--- config.mk ---
export PLATFORM = sky130hd
export DESIGN_NAME = thunderbird_decoder
export DESIGN_NICKNAME = d
export VERILOG_FILES = /design/src/rtl/thunderbird_pkg.sv /design/src/rtl/sat_counter.sv /design/src/rtl/thunderbird_decoder.sv
export SDC_FILE = /design/constraint.sdc
export NUM_CORES = 1
export LEC_CHECK = 0
export CAP_MARGIN = 10
export CORE_ASPECT_RATIO = 1.4
export CORE_MARGIN = 3
export CORE_UTILIZATION = 45
export CTS_BUF_LIST = sky130_fd_sc_hd__clkbuf_4 sky130_fd_sc_hd__clkbuf_8 sky130_fd_sc_hd__clkbuf_16
export DETAILED_ROUTE_END_ITERATION = 10
export PLACE_DENSITY_LB_ADDON = 0.08
export SYNTH_ARGS = -nofsm -noshare
export SYNTH_HDL_FRONTEND = slang
export SYNTH_SLANG_ARGS = --single-unit
--- constraint.sdc ---
create_clock -name clk -period 1.65 [get_ports clk]
set_input_delay 0.33 -clock clk [delete_from_list [all_inputs] [get_ports clk]]
set_output_delay 0.33 -clock clk [all_outputs]
set_load 0.05 [all_outputs]
--- src/rtl/thunderbird_pkg.sv ---
// Shared definitions for the turn-signal lamp subsystem: state encodings,
// lamp pattern constants, error codes and the lamp-pattern classifier.
package thunderbird_pkg;

    typedef enum logic [2:0] {
        ST_IDLE = 3'd0,
        ST_L1   = 3'd1,
        ST_L2   = 3'd2,
        ST_L3   = 3'd3,
        ST_R1   = 3'd4,
        ST_R2   = 3'd5,
        ST_R3   = 3'd6
    } state_t;

    localparam logic [2:0] LAMP_1 = 3'b100;
    localparam logic [2:0] LAMP_2 = 3'b110;
    localparam logic [2:0] LAMP_3 = 3'b111;

    localparam logic [2:0] ERR_NONE  = 3'd0;
    localparam logic [2:0] ERR_BOTH  = 3'd1;
    localparam logic [2:0] ERR_BAD   = 3'd2;
    localparam logic [2:0] ERR_ORDER = 3'd3;

    typedef enum logic [3:0] {
        PAT_OFF, PAT_L1, PAT_L2, PAT_L3, PAT_R1, PAT_R2, PAT_R3, PAT_BOTH, PAT_BAD
    } pattern_t;

    function automatic pattern_t classify(input logic [2:0] left, input logic [2:0] right);
        pattern_t   pat;
        logic       is_left;
        is_left = (left != 3'b000);
        if (left == 3'b000 && right == 3'b000)
            pat = PAT_OFF;
        else if (left != 3'b000 && right != 3'b000)
            pat = PAT_BOTH;
        else begin
            case (left | right)
                LAMP_1:  pat = is_left ? PAT_L1 : PAT_R1;
                LAMP_2:  pat = is_left ? PAT_L2 : PAT_R2;
                LAMP_3:  pat = is_left ? PAT_L3 : PAT_R3;
                default: pat = PAT_BAD;
            endcase
        end
        return pat;
    endfunction

    // The state a sample resynchronises to; also the legal successor whenever
    // the sample is legal, since every legal step lands on the sampled pattern.
    function automatic state_t pattern_state(input pattern_t pat);
        case (pat)
            PAT_L1:  return ST_L1;
            PAT_L2:  return ST_L2;
            PAT_L3:  return ST_L3;
            PAT_R1:  return ST_R1;
            PAT_R2:  return ST_R2;
            PAT_R3:  return ST_R3;
            default: return ST_IDLE;
        endcase
    endfunction

    function automatic logic [1:0] dir_of(input state_t s);
        case (s)
            ST_L1, ST_L2, ST_L3: return 2'b01;
            ST_R1, ST_R2, ST_R3: return 2'b10;
            default:             return 2'b00;
        endcase
    endfunction

endpackage

--- src/rtl/sat_counter.sv ---
// Up-counter that sticks at its all-ones maximum instead of wrapping.
module sat_counter #(
    parameter int W = 8
) (
    input  logic         clk,
    input  logic         rst_n,
    input  logic         clear,
    input  logic         inc,
    output logic [W-1:0] count
);

    always_ff @(posedge clk or negedge rst_n) begin
        if (!rst_n)
            count <= '0;
        else if (clear)
            count <= '0;
        else if (inc && count != '1)
            count <= count + 1'b1;
    end

endmodule

--- src/rtl/thunderbird_decoder.sv ---
// Lamp-bus monitor: decodes the six tail lamps back into turn sequences,
// pulses on completion or protocol violation and counts both.
module thunderbird_decoder
    import thunderbird_pkg::*;
#(
    parameter int CNT_W = 8
) (
    input  logic             clk,
    input  logic             reset,
    input  logic             sample_en,
    input  logic             LA,
    input  logic             LB,
    input  logic             LC,
    input  logic             RA,
    input  logic             RB,
    input  logic             RC,
    output logic [1:0]       active_dir,
    output logic             left_done,
    output logic             right_done,
    output logic             err,
    output logic [2:0]       err_code,
    output logic [CNT_W-1:0] left_count,
    output logic [CNT_W-1:0] right_count,
    output logic [CNT_W-1:0] err_count
);

    state_t     state;
    state_t     nxt;
    pattern_t   pat;
    logic       legal;
    logic       left_inc;
    logic       right_inc;
    logic       err_inc;
    logic [2:0] code;

    always_comb begin
        // NOTE: every variable gets a default before any branch, so no path
        // leaves one unassigned and no latch is inferred.
        pat   = classify({LA, LB, LC}, {RA, RB, RC});
        legal = 1'b0;
        code  = ERR_ORDER;
        case (state)
            ST_IDLE:      legal = (pat inside {PAT_OFF, PAT_L1, PAT_R1});
            ST_L1:        legal = (pat == PAT_L2);
            ST_L2:        legal = (pat == PAT_L3);
            ST_R1:        legal = (pat == PAT_R2);
            ST_R2:        legal = (pat == PAT_R3);
            ST_L3, ST_R3: legal = (pat == PAT_OFF);
            default:      legal = 1'b0;
        endcase
        if (pat == PAT_BOTH)
            code = ERR_BOTH;
        else if (pat == PAT_BAD)
            code = ERR_BAD;
        left_inc  = sample_en && state == ST_L3 && pat == PAT_OFF;
        right_inc = sample_en && state == ST_R3 && pat == PAT_OFF;
        err_inc   = sample_en && !legal;
        nxt       = sample_en ? pattern_state(pat) : state;
    end

    // NOTE: sequential state uses non-blocking assignments so every register
    // samples the pre-edge values regardless of statement order.
    always_ff @(posedge clk or negedge reset) begin
        if (!reset) begin
            state      <= ST_IDLE;
            active_dir <= 2'b00;
            left_done  <= 1'b0;
            right_done <= 1'b0;
            err        <= 1'b0;
            err_code   <= ERR_NONE;
        end else begin
            state      <= nxt;
            active_dir <= dir_of(nxt);
            left_done  <= left_inc;
            right_done <= right_inc;
            err        <= err_inc;
            if (err_inc)
                err_code <= code;
        end
    end

    sat_counter #(.W(CNT_W)) u_left_count (
        .clk   (clk),
        .rst_n (reset),
        .clear (1'b0),
        .inc   (left_inc),
        .count (left_count)
    );

    sat_counter #(.W(CNT_W)) u_right_count (
        .clk   (clk),
        .rst_n (reset),
        .clear (1'b0),
        .inc   (right_inc),
        .count (right_count)
    );

    sat_counter #(.W(CNT_W)) u_err_count (
        .clk   (clk),
        .rst_n (reset),
        .clear (1'b0),
        .inc   (err_inc),
        .count (err_count)
    );

endmodule

==> metrics.md, run 1 <==
| Metric | Value |
|---|---|
| Post-CTS Hold Buffers | `0` |
| Worst Setup SP | `state[2]` |
| Share of the synthesized area in the top cell type | `48.3%` |
| Worst hold-check path type | `primary input to asynchronous set/reset pin` |
| Number of synthesized flops with an enable pin | `0` |
| Crit Path Max Fanout | `8` |
| Avg WL per Cell | `15.7 um` |
| Syn Std Cell Area | `0.00176 mm^2` |
| Share of the yosys chip area belonging to registers | `48.3%` |
| PwrDens | `954 mW/mm^2` |
| Number of global-route vias before repair | `1,722` |
| Leading area contributor after synthesis | `dfrtp_1` |
| Grt ovf | `0` |
| FILL cells | `234` |
| Initial antenna violation count | `0` |
| Syn nets | `175` |
| Worst stage delay on the critical path | `0.47 ns` |
| Non-Filler Instances | `300` |
| Syn_area_per_cell | `10.8 um^2` |
| Data arrival time of the critical path | `2.03 ns` |
| R2R Path Start | `state[2]` |
| Fin util | `80.9%` |
| Starting density of the core | `47.5%` |
| R2r setup slk | `-0.17 ns` |
| Sink Count | `34` |
| Largest net degree at the start of global routing | `35` |
| Final min period | `1.82 ns` |
| Ys flop type | `dfrtp_1` |
| Worst IR Drop VDD | `1540 uV` |
| TNS Setup | `-1.16 ns` |
| Final setup fails | `13` |
| CTS tree | `built` |
| WP depth | `6` |
| Clock Skew | `0.0122 ns` |
| Most common cell after layout, fill and taps aside | `buf_4` |
| Reg clk slew, reported paths | `0.07 ns` |
| Failing checks | `setup timing` |
| CP Launch Type | `register` |
| Die Footprint | `0.00472 mm^2` |
| Final hold violation count | `0` |
| GRT Resource Usage Total | `21.0%` |
| Chip Width | `58.9 um` |
| Static Leak | `1.44 nW` |
| Worst Setup EP | `u_err_count.count[4]` |
| Register-to-Register Path Depth | `6` |
| Area Overhead vs Synth | `70.1%` |
| Clock Tree Buf Depth | `2` |
| Final instance area | `0.00300 mm^2` |
| Slew Limit Fails | `0` |
| Drt pass-1 iters | `4` |
| RSZ-0062 raised after global routing | `true` |
| Synth unique cells | `41` |
| Status | `complete, but fails checks` |
| Bufs and invs on worst path | `0` |
| Pwr Total | `2.86 mW` |
| # H-tree levels | `2` |
| Clk_lat worst skew | `0.29 ns` |
| Drt initial violations | `90` |
| Ys async rst share | `100%` |
| Total number of vias | `1,607` |
| Most frequent cells in the layout | `67 x buf_4, 22 x dfrtp_1, 12 x xor2_1, 12 x dfrtp_2, 11 x buf_6` |
| Buffers on Ports | `39` |
| Synth top area cells | `dfrtp_1 48%, xor2_1 6.0%, xnor2_1 5.5%, and3_1 2.8%, nand4_1 2.5%` |
| Synthesized instance count | `163` |
| RR Endpoint | `u_err_count.count[4]` |
| Placer Congestion | `0.869` |
| Final period util | `110%` |
| Chip Height | `80.1 um` |
| I/O Pins | `41` |
| Ys Warns | `0` |
| TritonCTS Buffers | `5` |
| Hpwl dp | `3.20 mm` |
| Setup CP Type | `register to register` |
| Post-route DRC violation count | `0` |
| Crit path cell chain | `nor3_1, a311o_1, nand3_2, nand4_4, nor3b_1, xor2_1` |
| Worst path slowest cell | `dfrtp_2` |
| Pre-CTS setup slack | `-0.856 ns` |
| Placed inst area | `0.00263 mm^2` |
| Nets@finish | `269` |
| CP delay by family, top | `simple AND/OR/NAND/NOR gates` |
| Post-Route WL | `4.71 mm` |
| Number of diodes | `0` |
| Hold_ws | `0.409 ns` |
| Antenna Nets Post-Route | `0` |
| Core region area | `0.00371 mm^2` |
| Drt via density | `5.36` |
| Worst Path Required | `1.86 ns` |
| Critical Path Sink Type | `register` |
| FP Rows | `26` |
| Synth Register Bits | `34` |
| Maximum clock rate | `0.550 GHz` |
| First-pass GRT wire length | `7.56 mm` |
| Final WS setup | `-0.169 ns` |
| Layout cells sized above 1 | `60.5%` |
| Placed cells | `279` |
| Max_cap viols | `0` |
| Root Driver | `clkbuf_8` |
## worst register-to-register path, stage by stage, from the launching register on
cell and delay [ns]:
dfrtp_2 0.47, nor3_1 0.06, a311o_1 0.33, nand3_2 0.10, nand4_4 0.22, nor3b_1 0.38
xor2_1 0.19
## sequential cells by signal (all words and copies together), names as in the netlist
register	flops
active_dir	2
err	1
err_code	2
left_done	1
right_done	1
state	3
u_err_count.count	8
u_left_count.count	8
u_right_count.count	8
## synthesized netlist by cell type (2+ instances only)
library cell	n
buf_4	2
inv_1	6
nor3b_1	3
nor3_2	3
nand4_2	2
nand2_1	11
a31oi_1	2
nand3_1	6
dfrtp_1	34
mux2_2	3
nand2b_1	4
xor2_1	12
buf_2	2
nor4_1	2
buf_6	2
nor2b_1	2
o21ai_0	4
nor3_1	4
ha_1	3
a21oi_1	3
xnor2_1	11
nand4_1	7
o22ai_1	2
and3_1	8
and4_1	2
nor2_1	8
## layout make-up
class / count / area, um^2 / share of cell area, %
sequential: 34 / 866 / 28.9
tap: 42 / 52.6 / 1.75
clock buffer: 6 / 76.3 / 2.54
timing repair buffer: 95 / 885 / 29.5
inverter: 6 / 22.5 / 0.751
clock inverter: 2 / 10.0 / 0.334
multi-input combinational: 115 / 1090 / 36.3
## worst min path at each step
stage | to | cells past startpoint
final | right_done | 2
after detailed placement | err_code[0] | 2
after global routing | u_right_count.count[6] | 2
after CTS | right_done | 2
after floorplan | active_dir[0] | 0
after global placement | err_code[0] | 2
## per-layer routing
metal | share of wire [%] | GRT usage, % | up-vias
li1 | - | - | 761
met1 | 39 | 23.2 | 804
met2 | 56 | 37.3 | 36
met3 | 4.1 | 4.98 | 6
met4 | 1.4 | 9.07 | 0
met5 | 0 | 0 | -
## where the power goes
part	total, mW	switching [mW]	internal, mW
sequential	1.04	0.101	0.940
combinational	1.21	0.692	0.523
clock	0.604	0.296	0.309
## cell families after synthesis
group,Yosys count,synth area share [%]
AOI/OAI and AO/OA,19,8.80
xor gates and xnor gates,23,11.4
adders and majority gates,3,2.13
buffers and inverters,14,4.40
DFF,34,48.3
muxes,4,2.77
other,1,0.213
and+or+nand+nor,65,22.0
## what timing repair did
| action | CTS | global route |
|---|---|---|
| endpoints found under the setup margin | 29 | 21 |
| cloned | 0 | 0 |
| buffers inserted | 9 | 5 |
| pin swaps | 14 | 17 |
| resized for setup | 47 | 31 |
Power figures use the tool's default switching activity.
==> run 2, diff against run 1 <==
- CORE_MARGIN: 3 -> 8
==> metrics.md, run 2 (same netlist as run 1, synthesis figures left out) <==
| Metric | Value |
|---|---|
| Post-Route WL | `4.79 mm (was 4.71 mm)` |
| Total number of vias | `1,598 (was 1,607)` |
| Worst Setup SP | `RC (was state[2])` |
| TritonCTS Buffers | `5 (unchanged)` |
| Reg clk slew, reported paths | `0.07 ns (about the same)` |
| Buffers on Ports | `39 (unchanged)` |
| Final hold violation count | `0 (unchanged)` |
| Area Overhead vs Synth | `70.1% (unchanged)` |
| Final WS setup | `-0.201 ns (was -0.169 ns)` |
| Maximum clock rate | `0.540 GHz (was 0.550 GHz)` |
| I/O Pins | `41 (unchanged)` |
| Grt ovf | `0 (unchanged)` |
| Hpwl dp | `3.24 mm (was 3.20 mm)` |
| Worst hold-check path type | `primary input to asynchronous set/reset pin (unchanged)` |
| RSZ-0062 raised after global routing | `true (unchanged)` |
| Most frequent cells in the layout | `64 x buf_4, 22 x dfrtp_1, 12 x dfrtp_2, 11 x xor2_1, 11 x buf_12 (was 67 x buf_4, 22 x dfrtp_1, 12 x xor2_1, 12 x dfrtp_2, 11 x buf_6)` |
| WL met2 | `2.63 mm (about the same)` |
| Post-CTS Hold Buffers | `0 (unchanged)` |
| Worst stage delay on the critical path | `0.50 ns (was 0.47 ns)` |
| Largest net degree at the start of global routing | `35 (unchanged)` |
| Static Leak | `1.42 nW (was 1.44 nW)` |
| Crit Path Max Fanout | `8 (unchanged)` |
| Most common cell after layout, fill and taps aside | `buf_4 (unchanged)` |
| Antenna Nets Post-Route | `0 (unchanged)` |
| Chip Height | `90.1 um (was 80.1 um)` |
| Die Footprint | `0.00621 mm^2 (was 0.00472 mm^2)` |
| # H-tree levels | `2 (unchanged)` |
| Worst IR Drop VDD | `1110 uV (was 1540 uV)` |
| Avg WL per Cell | `16.2 um (was 15.7 um)` |
| PwrDens | `998 mW/mm^2 (was 954 mW/mm^2)` |
| Max_cap viols | `0 (unchanged)` |
| Pre-CTS setup slack | `-0.931 ns (was -0.856 ns)` |
| Register Area | `866 um^2 (unchanged)` |
| Starting density of the core | `45.8% (was 47.5%)` |
| M1 wire length | `1.80 mm (was 1.82 mm)` |
| Number of global-route vias before repair | `1,647 (was 1,722)` |
| Hold_ws | `0.419 ns (was 0.409 ns)` |
| CP Launch Type | `primary input (was register)` |
| Number of diodes | `0 (unchanged)` |
| FP Rows | `27 (was 26)` |
| Initial antenna violation count | `0 (unchanged)` |
| Crit path cell chain | `buf_4, or3_4, nor3_4, or4b_4, nand4_4, nor2_4, mux2_4 (was nor3_1, a311o_1, nand3_2, nand4_4, nor3b_1, xor2_1)` |
| Placer Congestion | `0.827 (was 0.869)` |
| Post-route DRC violation count | `0 (unchanged)` |
| Final setup fails | `13 (unchanged)` |
| Core region area | `0.00385 mm^2 (was 0.00371 mm^2)` |
| R2R Path Start | `state[2] (unchanged)` |
| Nets@finish | `264 (was 269)` |
| Worst path slowest cell | `or4b_4 (was dfrtp_2)` |
| DR WL met3 | `279 um (was 195 um)` |
| Highest metal used | `met4 (unchanged)` |
| Top Registers | `u_err_count.count (8), u_left_count.count (8), u_right_count.count (8) (unchanged)` |
| CTS tree | `built (unchanged)` |
| Layout cells sized above 1 | `60.5% (about the same)` |
| Sink Count | `34 (unchanged)` |
| Root Driver | `clkbuf_8 (unchanged)` |
| Status | `complete, but fails checks (unchanged)` |
| Clk_lat worst skew | `0.28 ns (was 0.29 ns)` |
| Final period util | `112% (was 110%)` |
| Chip Width | `68.9 um (was 58.9 um)` |
| Bufs and invs on worst path | `1 (was 0)` |
| Critical Path Sink Type | `register (unchanged)` |
| Data arrival time of the critical path | `2.02 ns (was 2.03 ns)` |
| Worst Path Required | `1.82 ns (was 1.86 ns)` |
| CP delay by family, top | `simple AND/OR/NAND/NOR gates (unchanged)` |
| Failing checks | `setup timing (unchanged)` |
| Clock Tree Buf Depth | `2 (unchanged)` |
| Slew Limit Fails | `0 (unchanged)` |
| First-pass GRT wire length | `7.65 mm (was 7.56 mm)` |
| Drt initial violations | `46 (was 90)` |
| Drt via density | `5.40 (was 5.36)` |
| Setup CP Type | `primary input to register (was register to register)` |
| GRT Resource Usage Total | `15.7% (was 21.0%)` |
| Clock Skew | `0.00488 ns (was 0.0122 ns)` |
| Multi-input gate area | `0.00109 mm^2 (about the same)` |
| Drt pass-1 iters | `4 (unchanged)` |
| Final min period | `1.85 ns (was 1.82 ns)` |
| FILL cells | `246 (was 234)` |
[run 2: changes by cell type in the layout (fill, tap and decap cells not counted), moves of 2 or more]
cell,before,now
buf_4,67,64
clkinv_2,2,0
nand2_2,2,5
nand2_4,3,1
[run 2: cell type report]
cell class	count	share of cell area [%]
clock buffers	7	3.00
clock inverters	1	1.00
inverters	6	0.751
multi-input cells	115	36.3
flip-flops and latches	34	28.9
well taps	43	1.79
repair buffers	90	28.2
[run 2: through the flow]
step | TNS (ns) | cells | instance area (um^2) | total power [mW] | utilization, %
finish | -1.73 | 296 | 3000 | 2.99 | 77.9
global route | -2.71 | 296 | 3000 | 3.11 | 77.9
CTS | -1.31 | 293 | 2860 | 2.97 | 74.3
detailed placement | -21.83 | 276 | 2610 | 2.13 | 67.7
global placement | -20.90 | 276 | 2610 | 2.10 | 67.7
floorplan | -4.27 | 163 | 1870 | 1.61 | -
[run 2: metal layers]
metal	up-vias	global-route usage, %
met4	0	4.37
met1	793	17.8
li1	753	-
met2	42	27.0
met5	-	0
met3	10	4.60
[run 2: worst register-to-register path: cells and delay by family (launching register included)]
kind,cells,cell delay (ns)
muxes,1,0.30
and+or+nand+nor,4,0.96
DFF,1,0.48
[run 2: final timing paths]
path / to / slack (ns) / depth (start not counted)
max in group asynchronous: u_left_count.count[0] / 1.04 / 2
worst min register to register: u_left_count.count[5] / 0.49 / 1
worst max-delay path: u_err_count.count[1] / -0.20 / 7
worst min-delay path: err_code[1] / 0.42 / 2
worst max register to register: u_err_count.count[1] / -0.20 / 5
min in group clk: err_code[0] / 0.46 / 4
[run 2: timing repair]
item                                   in CTS  in global routing
buffers inserted                            9                  4
pin swaps                                  14                 20
setup endpoints to repair                  30                 22
endpoints found under the hold margin       0                  0
gates resized for setup                    46                 29
[run 2: power by group]
part           leakage (nW)  internal, mW  total (mW)  switching [mW]
combinational         0.922         0.492        1.16           0.672
clock                0.0619         0.509       0.797           0.289
sequential            0.434         0.940        1.03          0.0920
total                  1.42          1.94        2.99            1.05
==> run 3, diff against run 2 <==
- CAP_MARGIN: 10 -> not set
==> results of run 3 <==
No change in the layout: final DEF, timing and power equal those of run 2.
==> patch: new RTL, flow settings as in run 2 <==
Register the input `LA` before use, cleared by the reset. The logic sees it one clock later. The other inputs are not delayed to match.
--- a/src/rtl/thunderbird_decoder.sv
+++ b/src/rtl/thunderbird_decoder.sv
@@ -26,2 +26,12 @@
 
+    logic LA_q;
+
+    always_ff @(posedge clk or negedge reset) begin
+        if (!reset) begin
+            LA_q <= '0;
+        end else begin
+            LA_q <= LA;
+        end
+    end
+
     state_t     state;
@@ -38,3 +48,3 @@
         // leaves one unassigned and no latch is inferred.
-        pat   = classify({LA, LB, LC}, {RA, RB, RC});
+        pat   = classify({LA_q, LB, LC}, {RA, RB, RC});
         legal = 1'b0;
Behaviour: not the same (a bounded check fails within 4 cycles, from zero or initial values and one cycle with reset low).
==> patch against run 2 <==
  * Sequential cell count grew 1
  * Largest cell class unchanged
  * Critical path type is now flop to flop
  * Die area rose by 8.2%
  * Synthesized area is 10% higher
  * Worst setup slack lost 0.17 ns
  * Worst hold slack gained 0.013 ns
  * Sequential share of layout area is 1.1 points lower
  * Clock skew rose by 0.0056 ns
  * Total power fell by 2.8%
  * The run still ends with negative setup slack left
  * Critical endpoint is now err_code[1]$_DFFE_PN0P_
  * Combinational power up 10%
  * Via count rose by 9.6%
  * Cell area rose by 7.0%
  * Routed wire length grew 11%
==> patch: results (changes against run 2) <==
number of global-route vias before repair=1874 (was 1647); Final nets=290 (was 264); total track usage=16.4% (was 15.7%); Leak Pwr=1.49 nW (was 1.42 nW); first-pass GRT wire length=8.86 mm (was 7.65 mm); Netlist cell types=46 (was 41); Crit path largest cell delay=0.42 ns (was 0.50 ns); sw power=1.03 mW (was 1.05 mW); share of post-route cells with drive strength above 1=57.7% (was 60.5%); DR iter-0 viols=75 (was 46); final worst slack=-0.373 ns (was -0.201 ns); largest net degree at the start of global routing=36 (was 35); fillcell total=278 (was 246); Post-Syn Nets=189 (was 175); DPL Wire Length=3.76 mm (was 3.24 mm); Post-DP Area=2830 um2 (was 2610 um2); routability-driven placement congestion ratio=0.921 (was 0.827); worst vdd ir=566 uV (was 1110 uV); Gate Count Post-Synth=177 (was 163); most frequent cells after synthesis=dfrtp_1 (35), xnor2_1 (15), nor2_1 (13) (was dfrtp_1 (34), xor2_1 (12), nand2_1 (11), xnor2_1 (11)); clock skew=0.0105 ns (was 0.00488 ns); DR WL/cell=16.4 um (was 16.2 um); post-synthesis sequential area ratio=45.0% (was 48.3%); Crit path arrival time=2.19 ns (was 2.02 ns); asr flop ratio synth=100% (unchanged); Sequential Power Share=35.0% (was 34.5%); placed cells=306 (was 276); CP startpoint=LA_q$_DFF_PN0_ (was RC); crit path max fanout=3 (was 8); failing checks=negative setup slack (unchanged); clock network power share=21.0% (was 26.6%); # setup viols final=29 (was 13); status=complete, but fails checks (unchanged); routed vias=1752 (was 1598); worst slack at placement=-0.855 ns (was -0.931 ns); setup tns final=-5.17 ns (was -1.73 ns)
==> patch: repair_timing <==
action | in CTS | in global routing
gates resized for setup | 31 | 19
buffers inserted | 10 | 1
hold buffers | 0 | 0
pin swaps | 16 | 21
setup endpoints to repair | 31 | 29
hold endpoints to repair | 0 | 0
cloned | 1 | 0
==> patch: area by class of cell <==
type / count / area, um2 / area share [%]
well taps: 45 / 56.3 / 1.75
clock inverters: 1 / 5.00 / 0.156
inverters: 4 / 15.0 / 0.468
multi-input cells: 130 / 1190 / 37.1
repair buffers: 102 / 966 / 30.1
clock buffers: 7 / 83.8 / 2.61
flip-flops and latches: 35 / 892 / 27.8
==> patch: path summary, 6_finish.rpt <==
check / end / slack, ns / cells past startpoint
setup / recovery: err_code[1]$_DFFE_PN0P_ / -0.37 / 6
hold / removal: u_left_count.count[1]$_DFFE_PN0P_ / 0.43 / 2
setup reg to reg: err_code[1]$_DFFE_PN0P_ / -0.37 / 6
hold reg to reg: u_right_count.count[6]$_DFFE_PN0P_ / 0.50 / 1
max in group asynchronous: u_right_count.count[1]$_DFFE_PN0P_ / 1.02 / 2
min in group clk: u_right_count.count[6]$_DFFE_PN0P_ / 0.50 / 1
==> patch: routing by layer <==
metal  wire length (um)  GRT usage (%)
met1               2100           17.9
met2               2850           30.3
met3                274           4.17
met4                106           4.96
met5                  0              0
==> patch: cell families after synthesis <==
family,synth area share [%]
XOR/XNOR,9.45
AND/OR/NAND/NOR,23.4
buffers and inverters,3.99
flip-flops,45.0
multiplexers,3.60
adder cells (fa/ha/maj),1.93
other,0.193
AO/OA/AOI/OAI,12.4
==> patch: critical path, delay by kind of cell (launching register included) <==
kind	cells	cell delay [ns]
compound gates	2	0.61
flops	1	0.41
mux	1	0.30
simple gates	3	0.59
